$ cat src/rtl/shift_scheduler.sv
// shift_scheduler: P/N/R/D selector sequencer with debounced inputs, safety interlocks,
// D1-D4 speed scheduling with hysteresis and a timed req/ack actuator handshake.
// Optional feature: define KICKDOWN_EN to add the kickdown input.

module shift_sched_deb #(
    parameter int DEB_CYC = 4
) (
    input  logic clk_i,
    input  logic reset_i,
    input  logic raw_i,
    output logic deb_o
);
    localparam int CW = $clog2(DEB_CYC + 1);

    logic [CW-1:0] cnt_q, cnt_d;
    logic          deb_q, deb_d;

    // cnt_q counts consecutive samples that disagree with the accepted level
    always_comb begin
        cnt_d = '0;
        deb_d = deb_q;
        if (raw_i != deb_q) begin
            if (cnt_q == CW'(DEB_CYC - 1)) deb_d = raw_i;
            else                           cnt_d = cnt_q + 1'b1;
        end
    end

    always_ff @(posedge clk_i) begin
        if (reset_i) begin
            cnt_q <= '0;
            deb_q <= 1'b0;
        end else begin
            cnt_q <= cnt_d;
            deb_q <= deb_d;
        end
    end

    assign deb_o = deb_q;
endmodule

module shift_scheduler #(
    parameter int SPEED_W   = 8,
    parameter int UP12      = 20,
    parameter int UP23      = 40,
    parameter int UP34      = 60,
    parameter int HYST      = 5,
    parameter int DEB_CYC   = 4,
    parameter int SHIFT_CYC = 255
) (
    input  logic               clk_i,
    input  logic               reset_i,
    input  logic               p_i,
    input  logic               n_i,
    input  logic               r_i,
    input  logic               d_i,
    input  logic               brake_i,
    input  logic [SPEED_W-1:0] speed_i,
`ifdef KICKDOWN_EN
    input  logic               kickdown_i,
`endif
    input  logic               act_ack_i,
    output logic               act_req_o,
    output logic [1:0]         act_mode_o,
    output logic [1:0]         act_gear_o,
    output logic [1:0]         mode_o,
    output logic [1:0]         gear_o,
    output logic               busy_o,
    output logic               reject_o,
    output logic               fault_o
);
    localparam logic [1:0] S_IDLE = 2'd0, S_REQ = 2'd1, S_WAIT = 2'd2, S_FAULT = 2'd3;
    localparam logic [1:0] M_P = 2'b00, M_N = 2'b01, M_R = 2'b10, M_D = 2'b11;
    localparam int WCW = $clog2(SHIFT_CYC + 1);

    localparam logic [SPEED_W-1:0] T12 = SPEED_W'(UP12);
    localparam logic [SPEED_W-1:0] T23 = SPEED_W'(UP23);
    localparam logic [SPEED_W-1:0] T34 = SPEED_W'(UP34);

    logic [3:0] sel_raw, sel_deb;
    assign sel_raw = {d_i, r_i, n_i, p_i};

    for (genvar i = 0; i < 4; i++) begin : g_deb
        shift_sched_deb #(.DEB_CYC(DEB_CYC)) u_deb (
            .clk_i   (clk_i),
            .reset_i (reset_i),
            .raw_i   (sel_raw[i]),
            .deb_o   (sel_deb[i])
        );
    end

    logic           win_vld;
    logic [1:0]     win;
    logic [2:0]     sel_last_q, sel_last_d;
    logic           pend;
    logic [1:0]     state_q, state_d, mode_q, mode_d, gear_q, gear_d;
    logic [1:0]     act_mode_q, act_mode_d, act_gear_q, act_gear_d;
    logic           act_req_q, act_req_d, reject_q, reject_d, fault_q, fault_d;
    logic [WCW-1:0] wcnt_q, wcnt_d;
    logic [SPEED_W-1:0] up_thr, in_thr;
    logic           up_ok, dn_ok;

    always_comb begin
        win_vld = 1'b1;
        win     = M_P;
        if      (sel_deb[0]) win = M_P;
        else if (sel_deb[1]) win = M_N;
        else if (sel_deb[2]) win = M_R;
        else if (sel_deb[3]) win = M_D;
        else                 win_vld = 1'b0;
    end

    // "no selection" is a distinct value, so releasing and re-pressing counts as a change
    assign pend = {win_vld, win} != sel_last_q;

    always_comb begin
        up_thr = T34;
        in_thr = T34;
        case (gear_q)
            2'd0:    begin up_thr = T12; in_thr = T12; end
            2'd1:    begin up_thr = T23; in_thr = T12; end
            2'd2:    begin up_thr = T34; in_thr = T23; end
            default: begin up_thr = T34; in_thr = T34; end
        endcase
    end

    always_comb begin
        up_ok = (gear_q != 2'd3) && (speed_i >= up_thr);
        dn_ok = (gear_q != 2'd0) && (speed_i < in_thr - SPEED_W'(HYST));
`ifdef KICKDOWN_EN
        if (kickdown_i) begin
            up_ok = 1'b0;
            if (gear_q != 2'd0 && speed_i < in_thr) dn_ok = 1'b1;
        end
`endif
    end

    always_comb begin
        state_d    = state_q;
        mode_d     = mode_q;
        gear_d     = gear_q;
        act_mode_d = act_mode_q;
        act_gear_d = act_gear_q;
        act_req_d  = act_req_q;
        reject_d   = 1'b0;
        fault_d    = fault_q;
        sel_last_d = sel_last_q;
        wcnt_d     = wcnt_q;
        case (state_q)
            S_IDLE: begin
                if (pend) begin
                    sel_last_d = {win_vld, win};
                    if (win_vld && win != mode_q) begin
                        if ((mode_q == M_P && !brake_i) ||
                            ((win == M_P || win == M_R) && speed_i != '0)) begin
                            reject_d = 1'b1;
                        end else begin
                            act_mode_d = win;
                            act_gear_d = 2'd0;
                            state_d    = S_REQ;
                        end
                    end
                end else if (mode_q == M_D && (up_ok || dn_ok)) begin
                    act_mode_d = M_D;
                    act_gear_d = dn_ok ? gear_q - 2'd1 : gear_q + 2'd1;
                    state_d    = S_REQ;
                end
            end
            S_REQ: begin
                act_req_d = 1'b1;
                wcnt_d    = '0;
                state_d   = S_WAIT;
            end
            S_WAIT: begin
                if (act_ack_i) begin
                    mode_d    = act_mode_q;
                    gear_d    = act_gear_q;
                    act_req_d = 1'b0;
                    state_d   = S_IDLE;
                end else if (wcnt_q == WCW'(SHIFT_CYC - 1)) begin
                    act_req_d = 1'b0;
                    fault_d   = 1'b1;
                    state_d   = S_FAULT;
                end else begin
                    wcnt_d = wcnt_q + 1'b1;
                end
            end
            default: ;
        endcase
    end

    always_ff @(posedge clk_i) begin
        if (reset_i) begin
            state_q    <= S_IDLE;
            mode_q     <= M_P;
            gear_q     <= 2'd0;
            act_mode_q <= M_P;
            act_gear_q <= 2'd0;
            act_req_q  <= 1'b0;
            reject_q   <= 1'b0;
            fault_q    <= 1'b0;
            sel_last_q <= {1'b1, M_P};
            wcnt_q     <= '0;
        end else begin
            state_q    <= state_d;
            mode_q     <= mode_d;
            gear_q     <= gear_d;
            act_mode_q <= act_mode_d;
            act_gear_q <= act_gear_d;
            act_req_q  <= act_req_d;
            reject_q   <= reject_d;
            fault_q    <= fault_d;
            sel_last_q <= sel_last_d;
            wcnt_q     <= wcnt_d;
        end
    end

    assign act_req_o  = act_req_q;
    assign act_mode_o = act_mode_q;
    assign act_gear_o = act_gear_q;
    assign mode_o     = mode_q;
    assign gear_o     = gear_q;
    assign busy_o     = act_req_q;
    assign reject_o   = reject_q;
    assign fault_o    = fault_q;
endmodule

$ cat config.mk
export PLATFORM = sky130hd
export DESIGN_NAME = shift_scheduler
export DESIGN_NICKNAME = d
export VERILOG_FILES = /design/src/rtl/shift_scheduler.sv
export SDC_FILE = /design/constraint.sdc
export NUM_CORES = 1
export LEC_CHECK = 0
export ABC_AREA = 1
export ABC_CLOCK_PERIOD_IN_PS = 4400
export BUFFER_PORTS_ARGS = -buffer_cell sky130_fd_sc_hd__buf_2
export CORE_MARGIN = 10
export CORE_UTILIZATION = 62
export CTS_BUF_LIST = sky130_fd_sc_hd__clkbuf_16
export CTS_CLUSTER_DIAMETER = 80
export CTS_CLUSTER_SIZE = 30
export DETAILED_ROUTE_END_ITERATION = 12
export PLACE_DENSITY = 0.84
export SLEW_MARGIN = 20
export SYNTH_ARGS = -nofsm -noshare
export SYNTH_HDL_FRONTEND = slang
export SYNTH_SLANG_ARGS = --single-unit
$ cat constraint.sdc
create_clock -name clk_i -period 4.4 [get_ports clk_i]
set_clock_uncertainty 0.15 [all_clocks]
set_input_delay 0.22 -clock clk_i [delete_from_list [all_inputs] [get_ports clk_i]]
set_output_delay 0.22 -clock clk_i [all_outputs]
set_load 0.05 [all_outputs]
==> results.md <==
- Status: finished clean
- Slew HR: 0.6756
- PnR worst setup slack: 1.991 ns
- CTS Hold Bufs: 0
- Post-CTS Setup Inserts: 0
- Final hold slack: 0.09146 ns
- Int Pwr: 0.0008328 W
- Mapped Area: 0.002292 mm2
- Vias in the first global route: 1923
- Core area: 0.003606 mm2
- FF-to-FF path depth: 17
- DP HPWL: 3522 um
- Grt total ovfl: 0
- CP startpoint kind: flop
- Seq/Total Area, Yosys: 0.3493
- Num CTS Buffers: 5
- Initial Util: 0.6357
- Die area: 0.006529 mm2
- Pleak: 1.226 nW
- RR Startpoint: gear_o[0]
- Placed inst area: 0.002471 mm2
- R2R setup slack: 1.99 ns
- Setup WS pre-CTS: 2.018 ns
- Critical hold path startpoint: p_i
- Fin cells: 381
- Via count: 1989
- WP data required: 4.43 ns
- Final TNS setup: 0 ns
- Final period utilization: 0.5474
- Latest clock arrival within the worst-skew pair: 0.29 ns
- CP Max Fanout: 6
- Tightest Hold Check Type: primary input to flop
- Fin. max-slew vios: 0
- Die Span Y: 80.81 um
- Post-synth net total: 344
- Tmin final: 2.409 ns
- Synth-to-layout area growth: 15.12%
- Net switching power of the design: 0.0005521 W
- DRT Pass-1 Iters: 5
- Largest net degree at the start of global routing: 20
- Final #Nets: 375
- Reg2reg end: act_gear_o[1]
- Proportion of layout cells with a drive suffix above 1: 0.1892
- Max H-tree Level: 2
- Initial antenna violation count: 0
- Count of cell types in the netlist: 32
- N_diodes: 0
- GRT Total Usage: 0.1531
- Placer Congestion: 0.7908
- Finish-stage setup viols: 0
- Clock power share: 0.297
- Routed vias/inst: 5.220
- Post-CTS Resized: 0
- Port Buf Inserts: 27
- #FFs+latches synth: 40
- CP Capture Type: flop
- IO Count: 28
- Sw Share: 0.3987
- Crit path launch: gear_o[0]
- Total Routed Length: 4770 um
- Num rows: 22
- YS warnings: 0
- Clk pin slew, worst setup/hold paths: 0.06 ns
- Power share of the sequential group: 0.327
- Worst-case clock buffer depth: 2
- CP arrival: 2.44 ns
- Syn Area/Cell: 7.615 um2
- Final instance area: 0.002639 mm2
- Pwr/cell area: 524.8 mW/mm2
- RSZ-0062 raised after global routing: no
- DRT antenna net count: 0
- Die width: 80.81 um
- Worst IR Drop VDD: 0.3338 mV
- Worst Hold Path Cells: 3
- First-pass GRT wire length: 8031 um
- Root Buffer: clkbuf_16
- Setup CP Type: flop to flop
- CTS tree: built
- Cells after Synth: 301
- Worst Tran Pin Value: 0.4837 ns
- DRT iter0 DRCs: 140
- Routed length per instance: 12.52 um
- MaxCap Viol Count: 0
- DRC viols: 0
- Placed Cells: 373
- Max Fclk: 415.2 MHz
- Final hold vios: 0
- Gate power share: 0.376
- Hold path endpoint: g_deb[0].u_deb.deb_o
- CTS sink cnt: 40
## flip-flops by register name, summed over array words and instances (netlist names)
name               count
gear_o                 2
wcnt_q                 8
state_q                2
act_gear_o             2
fault_o                1
sel_last_q             3
mode_o                 2
act_req_o              1
g_deb.u_deb.deb_o      4
g_deb.u_deb.cnt_q     12
reject_o               1
act_mode_o             2
## worst max-delay path: stages, from the launching register on
cell     delay, ns
dfxtp_1       0.42
inv_1         0.12
ha_1          0.24
nor2_1        0.13
inv_1         0.06
ha_1          0.29
a21oi_1       0.13
nand2_1       0.07
nand2_1       0.05
nand3_1       0.10
nand2_1       0.09
nand2_1       0.06
nand2_2       0.07
nand2_4       0.06
inv_2         0.10
o21ai_2       0.06
nand2_1       0.05
nor2_1        0.05
## cells in the final DEF (no fill, tap or decap), drive strengths merged
cell type   n
clkinv      4
o211ai      4
xor2        4
clkinvlp    1
buf        27
nand3       9
nor3        9
nand4       5
o21a        1
ha         27
clkbuf      5
a21oi      24
nor3b       3
nand2      56
nor2       45
inv        47
bufinv      1
dfxtp      40
a31oi       2
o21ai      19
## stage by stage
step,utilization,total power (W)
after floorplan,-,0.0008637
after global placement,0.6853,0.0009571
after detailed placement,0.6853,0.0009742
after CTS,0.7318,0.001392
after global routing,0.7318,0.001472
final,0.7318,0.001385
## cell usage after synthesis
master     n  area (um2)
a21oi_2    1       8.760
xor2_1     3       26.28
nand3_2    1       10.01
o211ai_1   4       30.03
nand4_1    5       31.28
nor3_1     8       40.04
o21a_1     1       7.510
nor3_2     1       10.01
clkinv_1   1       3.750
buf_4      1       7.510
inv_1     43       161.4
buf_2      1       5.000
clkinv_2   2       10.01
inv_2      4       15.01
nor2_4     2       22.52
a31oi_1    2       12.51
nand2_4    4       45.04
a21oi_1   23       115.1
nor3b_1    3       22.52
nand2_8    1       20.02
nand2_2    7       43.79
o21ai_0   15       75.07
xor2_4     1       27.53
nand3_1    8       40.04
dfxtp_1   40       800.8
o21ai_2    2       17.52
ha_1      27       337.8
nor2_2     2       12.51
nor2_1    41       153.9
o21ai_1    2       10.01
clkbuf_1   1       3.750
nand2_1   44       165.2
## power groups by stage
stage	registers, W	clock network [W]	logic, W
final	0.000453	0.000411	0.000521
after global routing	0.000457	0.000433	0.000582
after CTS	0.000452	0.000418	0.000521
after detailed placement	0.000458	0	0.000516
after global placement	0.000457	0	0.000501
after floorplan	0.000533	0	0.000330
## routing by layer
metal	vias to the layer above	wire, um	GRT usage
met2	50	2418	0.2699
met4	0	110	0.06574
met3	16	309	0.05629
met5	-	0	0
met1	896	1931	0.1606
li1	1027	-	-
## cell type report
class                           count  area (um2)
Timing Repair Buffer               27       135.1
Tap cell                           48       60.06
Inverter                           50       190.2
Fill cell                         289       967.2
Clock inverter                      3       42.54
Sequential cell                    40       800.8
Multi-Input combinational cell    208        1285
Clock buffer                        5       125.1
## kinds of logic after synthesis
| family | after synthesis | share of synthesized area |
|---|---|---|
| compound gates | 50 | 0.1206 |
| xor+xnor | 4 | 0.02348 |
| fa+ha+maj | 27 | 0.1474 |
| buf+inv | 53 | 0.09006 |
| flops | 40 | 0.3493 |
| simple gates | 127 | 0.2691 |
## worst max-delay path by stage
stage / slack, ns / to
2_1_floorplan: 1.82 / act_gear_o[1]
3_3_place_gp: 2.14 / act_gear_o[1]
3_5_place_dp: 2.02 / act_gear_o[1]
4_1_cts: 2.01 / act_gear_o[1]
5_1_grt: 1.78 / act_gear_o[1]
6_report: 1.99 / act_gear_o[1]
No activity file was read; power rests on OpenSTA's default activity.
